`config.mk`:
```
export PLATFORM = sky130hd
export DESIGN_NAME = error_recovery_acc_flat
export DESIGN_NICKNAME = d
export VERILOG_FILES = /design/src/rtl/error_recovery_acc_if.sv /design/src/rtl/error_recovery_acc.sv /design/src/flat_wrapper.sv
export SDC_FILE = /design/constraint.sdc
export NUM_CORES = 1
export LEC_CHECK = 0
export ABC_CLOCK_PERIOD_IN_PS = 4100
export BUFFER_PORTS_ARGS = -buffer_cell sky130_fd_sc_hd__buf_2
export CORE_MARGIN = 2
export CORE_UTILIZATION = 50
export DETAILED_ROUTE_END_ITERATION = 6
export GPL_ROUTABILITY_DRIVEN = 0
export PLACE_DENSITY_LB_ADDON = 0.25
export SYNTH_ARGS = -nofsm -noshare
export SYNTH_HDL_FRONTEND = slang
export SYNTH_SLANG_ARGS = --single-unit
```
`constraint.sdc`:
```
create_clock -name clk -period 4.1 [get_ports clk]
set_input_delay 0.82 -clock clk [delete_from_list [all_inputs] [get_ports clk]]
set_output_delay 0.82 -clock clk [all_outputs]
set_load 0.005 [all_outputs]
```
`src/rtl/error_recovery_acc_if.sv`:
```
// error_recovery_acc_if: beat input and group result handshake bundle
interface error_recovery_acc_if #(
  parameter int N       = 16,
  parameter int OUT_LSB = 20
);
  localparam int OW  = 2*N - OUT_LSB;
  localparam int OFW = $clog2(2*N);
  logic           in_valid;
  logic           in_ready;
  logic [N-2:0]   in_vec;
  logic [OFW-1:0] in_off;
  logic           in_last;
  logic           mode;
  logic           out_valid;
  logic           out_ready;
  logic [OW-1:0]  out_err;
  logic           out_ovf;
  modport master (
    output in_valid, in_vec, in_off, in_last, mode, out_ready,
    input  in_ready, out_valid, out_err, out_ovf
  );
  modport slave (
    input  in_valid, in_vec, in_off, in_last, mode, out_ready,
    output in_ready, out_valid, out_err, out_ovf
  );
endinterface

```
`src/rtl/error_recovery_acc.sv`:
```
// error_recovery_acc: accumulates shifted error vectors per group (OR or ADD) and holds the result until taken
module error_recovery_acc #(
  parameter int N       = 16,
  parameter int OUT_LSB = 20
) (
  input logic                 clk,
  input logic                 rst,
  error_recovery_acc_if.slave bus_io
);
  localparam int W  = 2*N;
  localparam int CW = $clog2(N);
  typedef enum logic {ACC, DONE} state_t;
  state_t          state_q, state_d;
  logic [W-1:0]    acc_q, acc_d;
  logic            ovf_q, ovf_d;
  logic [CW-1:0]   cnt_q, cnt_d;
  logic            mode_q, mode_d;
  logic [3*N-1:0]  sh;
  logic [W-1:0]    base;
  logic [W:0]      sum;
  logic            first, m, base_ovf, close;
  // the first beat of a group ignores whatever the registers still hold
  assign first    = cnt_q == '0;
  assign m        = first ? bus_io.mode : mode_q;
  assign base     = first ? '0 : acc_q;
  assign base_ovf = first ? 1'b0 : ovf_q;
  assign sh       = {{(W+1){1'b0}}, bus_io.in_vec} << bus_io.in_off;
  assign sum      = {1'b0, base} + {1'b0, sh[W-1:0]};
  assign close    = bus_io.in_last || cnt_q == CW'(N-2);
  always_comb begin
    state_d = state_q;
    acc_d   = acc_q;
    ovf_d   = ovf_q;
    cnt_d   = cnt_q;
    mode_d  = mode_q;
    if (state_q == ACC && bus_io.in_valid) begin
      acc_d   = m ? sum[W-1:0] : base | sh[W-1:0];
      ovf_d   = base_ovf | (|sh[3*N-1:W]) | (m & sum[W]);
      cnt_d   = cnt_q + CW'(1);
      mode_d  = m;
      state_d = close ? DONE : ACC;
    end else if (state_q == DONE && bus_io.out_ready) begin
      state_d = ACC;
      acc_d   = '0;
      ovf_d   = 1'b0;
      cnt_d   = '0;
    end
  end
  always_ff @(posedge clk) begin
    if (rst) begin
      state_q <= ACC;
      acc_q   <= '0;
      ovf_q   <= 1'b0;
      cnt_q   <= '0;
      mode_q  <= 1'b0;
    end else begin
      state_q <= state_d;
      acc_q   <= acc_d;
      ovf_q   <= ovf_d;
      cnt_q   <= cnt_d;
      mode_q  <= mode_d;
    end
  end
  assign bus_io.in_ready  = state_q == ACC && !rst;
  assign bus_io.out_valid = state_q == DONE && !rst;
  assign bus_io.out_err   = rst ? '0 : acc_q[W-1:OUT_LSB];
  assign bus_io.out_ovf   = !rst && ovf_q;
endmodule

```
`src/flat_wrapper.sv`:
```
// flat-port wrapper written by rule: the top's interface ports become plain ports
module error_recovery_acc_flat 
#(
  parameter int N       = 16,
  parameter int OUT_LSB = 20
)
  (clk, rst, bus_io_in_valid, bus_io_in_vec, bus_io_in_off, bus_io_in_last, bus_io_mode, bus_io_out_ready, bus_io_in_ready, bus_io_out_valid, bus_io_out_err, bus_io_out_ovf);
  error_recovery_acc_if #(.N(N), .OUT_LSB(OUT_LSB)) bus_io_i ();
  input logic clk;
  input logic rst;
  input wire logic [$bits(bus_io_i.in_valid)-1:0] bus_io_in_valid;
  input wire logic [$bits(bus_io_i.in_vec)-1:0] bus_io_in_vec;
  input wire logic [$bits(bus_io_i.in_off)-1:0] bus_io_in_off;
  input wire logic [$bits(bus_io_i.in_last)-1:0] bus_io_in_last;
  input wire logic [$bits(bus_io_i.mode)-1:0] bus_io_mode;
  input wire logic [$bits(bus_io_i.out_ready)-1:0] bus_io_out_ready;
  output wire logic [$bits(bus_io_i.in_ready)-1:0] bus_io_in_ready;
  output wire logic [$bits(bus_io_i.out_valid)-1:0] bus_io_out_valid;
  output wire logic [$bits(bus_io_i.out_err)-1:0] bus_io_out_err;
  output wire logic [$bits(bus_io_i.out_ovf)-1:0] bus_io_out_ovf;
  assign bus_io_i.in_valid = bus_io_in_valid;
  assign bus_io_i.in_vec = bus_io_in_vec;
  assign bus_io_i.in_off = bus_io_in_off;
  assign bus_io_i.in_last = bus_io_in_last;
  assign bus_io_i.mode = bus_io_mode;
  assign bus_io_i.out_ready = bus_io_out_ready;
  assign bus_io_in_ready = bus_io_i.in_ready;
  assign bus_io_out_valid = bus_io_i.out_valid;
  assign bus_io_out_err = bus_io_i.out_err;
  assign bus_io_out_ovf = bus_io_i.out_ovf;
  error_recovery_acc #(.N(N), .OUT_LSB(OUT_LSB)) u_core (.clk(clk), .rst(rst), .bus_io(bus_io_i));
endmodule
```
Yosys cells after proc, flatten, opt, wreduce, memory -nomap -nowiden
Cells that the tools add are included.

word-level totals
  bits in writable memories = 0
  bits in read-only memories = 0
  bits in latches = 0
  flip-flop bits (word level) = 39
  memories = 0
  input port bits = 26
  logic and storage cells = 37

cells by class
  add/subtract/negate cells = 2
  bitwise gates (word level) = 5
  muxes and demuxes = 13
  shift-type cells = 1
  div/mod/pow operators = 0
  multiply operators = 0
  equality and inequality tests = 1
  reduce and logical (&&, ||, !) cells = 10
  $lt $le $gt $ge = 0

operator list
  cell                 count
  $mux 32              4
  $shl 15x5->48        1
  $add 32x32->33       1
  $or 32x32->32        1
  $reduce_or 16->1     1
  $mux 12              1
  $mux 4               2
  $mux 1               6
  $logic_and 1x1->1    5
  $add 4x1->4 const B  1
  $eq 4x4->1 const B   1
  $logic_not 4->1      1
  $or 1x1->1           2
  $reduce_bool 2->1    1
  $and 1x1->1          1
  $logic_not 1->1      1
  $logic_or 1x1->1     1
  $not 1->1            1

Logic depth before layout (Yosys ltp)
  depth in word-level cells = 6
  depth in mapped cells = 19
  mapped depth without buffers = 17

Least setup slack after synthesis
OpenSTA, ideal clock, no wires.

  path kind = input to register
  start point = input bus_io_in_off[0]
  end point = register u_core.acc_q[30]
  arrival = 3.844 ns
  slack = 0.115 ns
  library setup time = 0.141 ns
  stages = 16
  cell sequence = buf_6 buf_2 mux4_2 mux2_2 inv_1 o22ai_1 ha_1 clkbuf_1 a21o_1 a21boi_0 o21ai_0 a221oi_1 o21ai_0 a21oi_1 xor2_1 o221ai_1

between the ends
  longest elaborated chain between the ends = 4

ends and longest elaborated chain
  element                                                 line                                                text
  from (decl)                                             flat_wrapper.sv:13                                  input wire logic [$bits(bus_io_i.in_off)-1:0] bus_io_in_off;
  $shl 15x5->48 (*)                                       error_recovery_acc.sv:27                            assign sh = {{(W+1){1'b0}}, bus_io.in_vec} << bus_io.in_off;
  $add 32x32->33 / $or 32x32->32 (equally long branches)  error_recovery_acc.sv:28, error_recovery_acc.sv:37
  $mux 32 (*)                                             error_recovery_acc.sv:37                            acc_d = m ? sum[W-1:0] : base | sh[W-1:0];
  $mux 32 (*)                                             error_recovery_acc.sv:36                            if (state_q == ACC && bus_io.in_valid) begin
  to (signal assigned)                                    error_recovery_acc.sv:52                            acc_q <= '0;
  to (signal assigned)                                    error_recovery_acc.sv:58                            acc_q <= acc_d;
  to (decl)                                               error_recovery_acc.sv:14                            logic [W-1:0] acc_q, acc_d;

Every way passes the cells marked *; elsewhere a longest branch is shown, timed or not.
A chain may end at the register's enable or synchronous reset.

Worst setup path after layout
  start point = input bus_io_in_off[0]
  end point = register u_core.acc_q[22]

The elaborated chain is that of the path after synthesis.

==> qor.yml <==
outcome: "complete, no violations"
clk_pin_slew_worst_paths_ns: 0.09
rows: 37
final-max-slew-violation-count: 0
synth_top_family_by_area: "compound AO/OA/AOI/OAI gates"
clock_path_buffers: 2
synth_top_cell_area_share_pct: 15.8
met2_usage_pct: 49.6
synth-main-ff-cell: "dfxtp_1"
avgRoutedWirePerCell_um: 16.8
synthToLayoutAreaGrowth_pct: 28.6
slew_headroom_pct: 53.6
synth-compound-area-share_pct: 25.9
seq_power_share_pct: 28.7
grt-busiest-layer: "met2"
port-buffer-count: 40
yosysSeqAreaShare_pct: 14.5
grt_pass1_vias: 5925
worstPathArrival_ns: 4.09
via_count: 6100
combPwrFrac_pct: 43.9
vias_per_cell: 5.85
p_sw_uw: 537
maxCapViolCount: 0
p_int_uw: 939
ys_seq_elements: 39
grt_use_met1_pct: 43.1
synth_area_leader_cell: "ha_1"
synthTopCellsByCount: "nand2_1 (103), inv_1 (82), ha_1 (68), nor2_1 (64), a21oi_1 (58)"
synth_xor_area_share_pct: 4.19
critPathLaunchType: "input port"
clk_latency_ns: 0.31
overflow: 0
synth_edf_count: 0
power.share.clock_pct: 27.5
fin_crit_ns: 3.91
htreeDepth: 2
grt_max_degree: 25
cts_root_buf: "clkbuf_8"
peakVddDrop_uv: 171
drive_above_1_share_pct: 26.8
fillers: 905
final_core_util_pct: 66.7
fmax_mhz: 256
fin_nets: 1001
postRouteAntennaNets: 0
finalCritPeriodShare_pct: 95.4
drc: 0
tightest_slew_ns: 0.692
synth_area_per_cell_um2: 7.21
finalNonFillerCells: 1043
dieArea_um2: 11600
crit_path_end_kind: "register"
ys_types: 68
wl_mm: 17.6
antenna_found_initial: 0
hold_ws_ns: 0.471
core_um2: 10400
drt_iter0_drc: 430
grt.total_usage_pct: 31.0
p_leak_nw: 3.62
hpwl_mm: 13.8
place_inst: 1035
setup-violations-final: 0
syn_area_um2: 5400
hp-class: "register to register"
synth.area.mux_share_pct: 8.27
critical_path_class: "input port to register"
synthTopCellsByArea: "ha_1 (16%), dfxtp_1 (14%), nand2_1 (7.2%)"
ioPinCount: 41
yosysWarningCount: 0
synth_nets: 844
grt_first_pass_wirelength_mm: 29.1
die_h_um: 108
p_per_area_nw_per_um2: 213
n_antenna_cell: 0
final.setup_skew_ns: 0.00730
yosysMostFrequentCell: "nand2_1"
cp.required_ns: 4.27
die_w_um: 108
netlist_instances: 749
ys_async_sr_fraction_pct: 0
grt_util_met3_pct: 4.12
cts_tree: "built"
p_sw_share_pct: 36.4
synthAdderAreaFrac_pct: 16.1
yosys.area_share.simple_pct: 22.4
rsz0062_at_grt: "false"
crit_fanout: 14
cts.sinks: 39
initial_core_util_pct: 51.8
hold_viol_final: 0
drt_first_pass_iters: 5
numCtsBuffers: 5
-- path summary, 6_finish.rpt --
| path | from | end | slack, ns | cells past startpoint |
|---|---|---|---|---|
| setup / recovery | bus_io_in_off[0] | u_core.acc_q[22] | 0.19 | 15 |
| hold / removal | u_core.acc_q[0] | u_core.acc_q[0] | 0.47 | 2 |
| setup reg to reg | u_core.cnt_q[0] | u_core.acc_q[21] | 0.55 | 13 |
| hold reg to reg | u_core.acc_q[0] | u_core.acc_q[0] | 0.47 | 2 |
-- power by group through the flow --
stage | clock network (mW) | logic [mW] | registers (mW)
finish | 0.405 | 0.648 | 0.424
global route | 0.423 | 0.707 | 0.427
CTS | 0.409 | 0.627 | 0.423
detailed placement | 0 | 0.623 | 0.431
global placement | 0 | 0.602 | 0.430
floorplan | 0 | 0.362 | 0.425
-- cells by family after synthesis --
group,after synthesis
simple gates,260
xor+xnor,25
mux,31
fa+ha+maj,69
compound gates,205
flops,39
buf+inv,120
-- area by class of cell --
cell class	instances	area, um^2	area share [%]
flip-flops and latches	39	781	11.2
clock inverters	3	67.6	0.973
inverters	84	315	4.54
clock buffers	5	68.8	0.991
multi-input cells	590	4240	61.1
well taps	136	170	2.45
repair buffers	186	1300	18.8
-- layout by cell type, fill, tap and decap left out, drive strengths merged, types with 9 or more instances in the layout --
master  instances
nand3          13
o21ai          33
nor2           64
a22oi          12
mux2            9
a21o           16
nor2b          35
a221oi          9
xnor2          16
a21oi          58
ha             68
mux4           10
inv            83
mux2i          12
nor3            9
buf           186
and3            9
xor2            9
dfxtp          39
nand2         103
-- repair_timing --
action | 4_1_cts | 5_1_grt
hold buffers | 0 | 0
gates resized for setup | 2 | 20
pin swaps | 0 | 2
setup buffers | 0 | 0
endpoints found under the setup margin | 2 | 15
-- state kept, by name, indices dropped and copies added, names as in the netlist --
| register | cells |
|---|---|
| u_core.state_q | 1 |
| u_core.mode_q | 1 |
| u_core.acc_q | 32 |
| u_core.cnt_q | 4 |
| u_core.ovf_q | 1 |
-- critical path, cell delays in order --
cell      delay (ns)
buf_6           0.15
mux4_2          0.54
mux2_2          0.32
nor2_1          0.11
a21oi_1         0.08
nand2_1         0.12
inv_1           0.05
ha_1            0.37
a21oi_4         0.21
o21ai_0         0.13
a311oi_2        0.39
o41ai_4         0.18
a21oi_2         0.30
xnor2_1         0.17
o221ai_1        0.12
-- routing by layer --
layer | up-vias | wire (um)
li1 | 2920 | -
met4 | 0 | 497
met3 | 43 | 1300
met1 | 2879 | 7810
met2 | 258 | 7960
met5 | - | 0
-- through the flow --
stage | total power [mW] | setup slack (ns) | TNS (ns) | instance area, um^2
final | 1.48 | 0.187 | 0 | 6950
after global routing | 1.56 | 0.00724 | 0 | 6950
after CTS | 1.46 | 0.115 | 0 | 6850
after detailed placement | 1.05 | -0.401 | -3.64 | 6710
after global placement | 1.03 | -0.276 | -2.04 | 6710
after floorplan | 0.787 | 0.115 | 0 | 5400
Note: power is estimated with default switching activity, not from simulation.
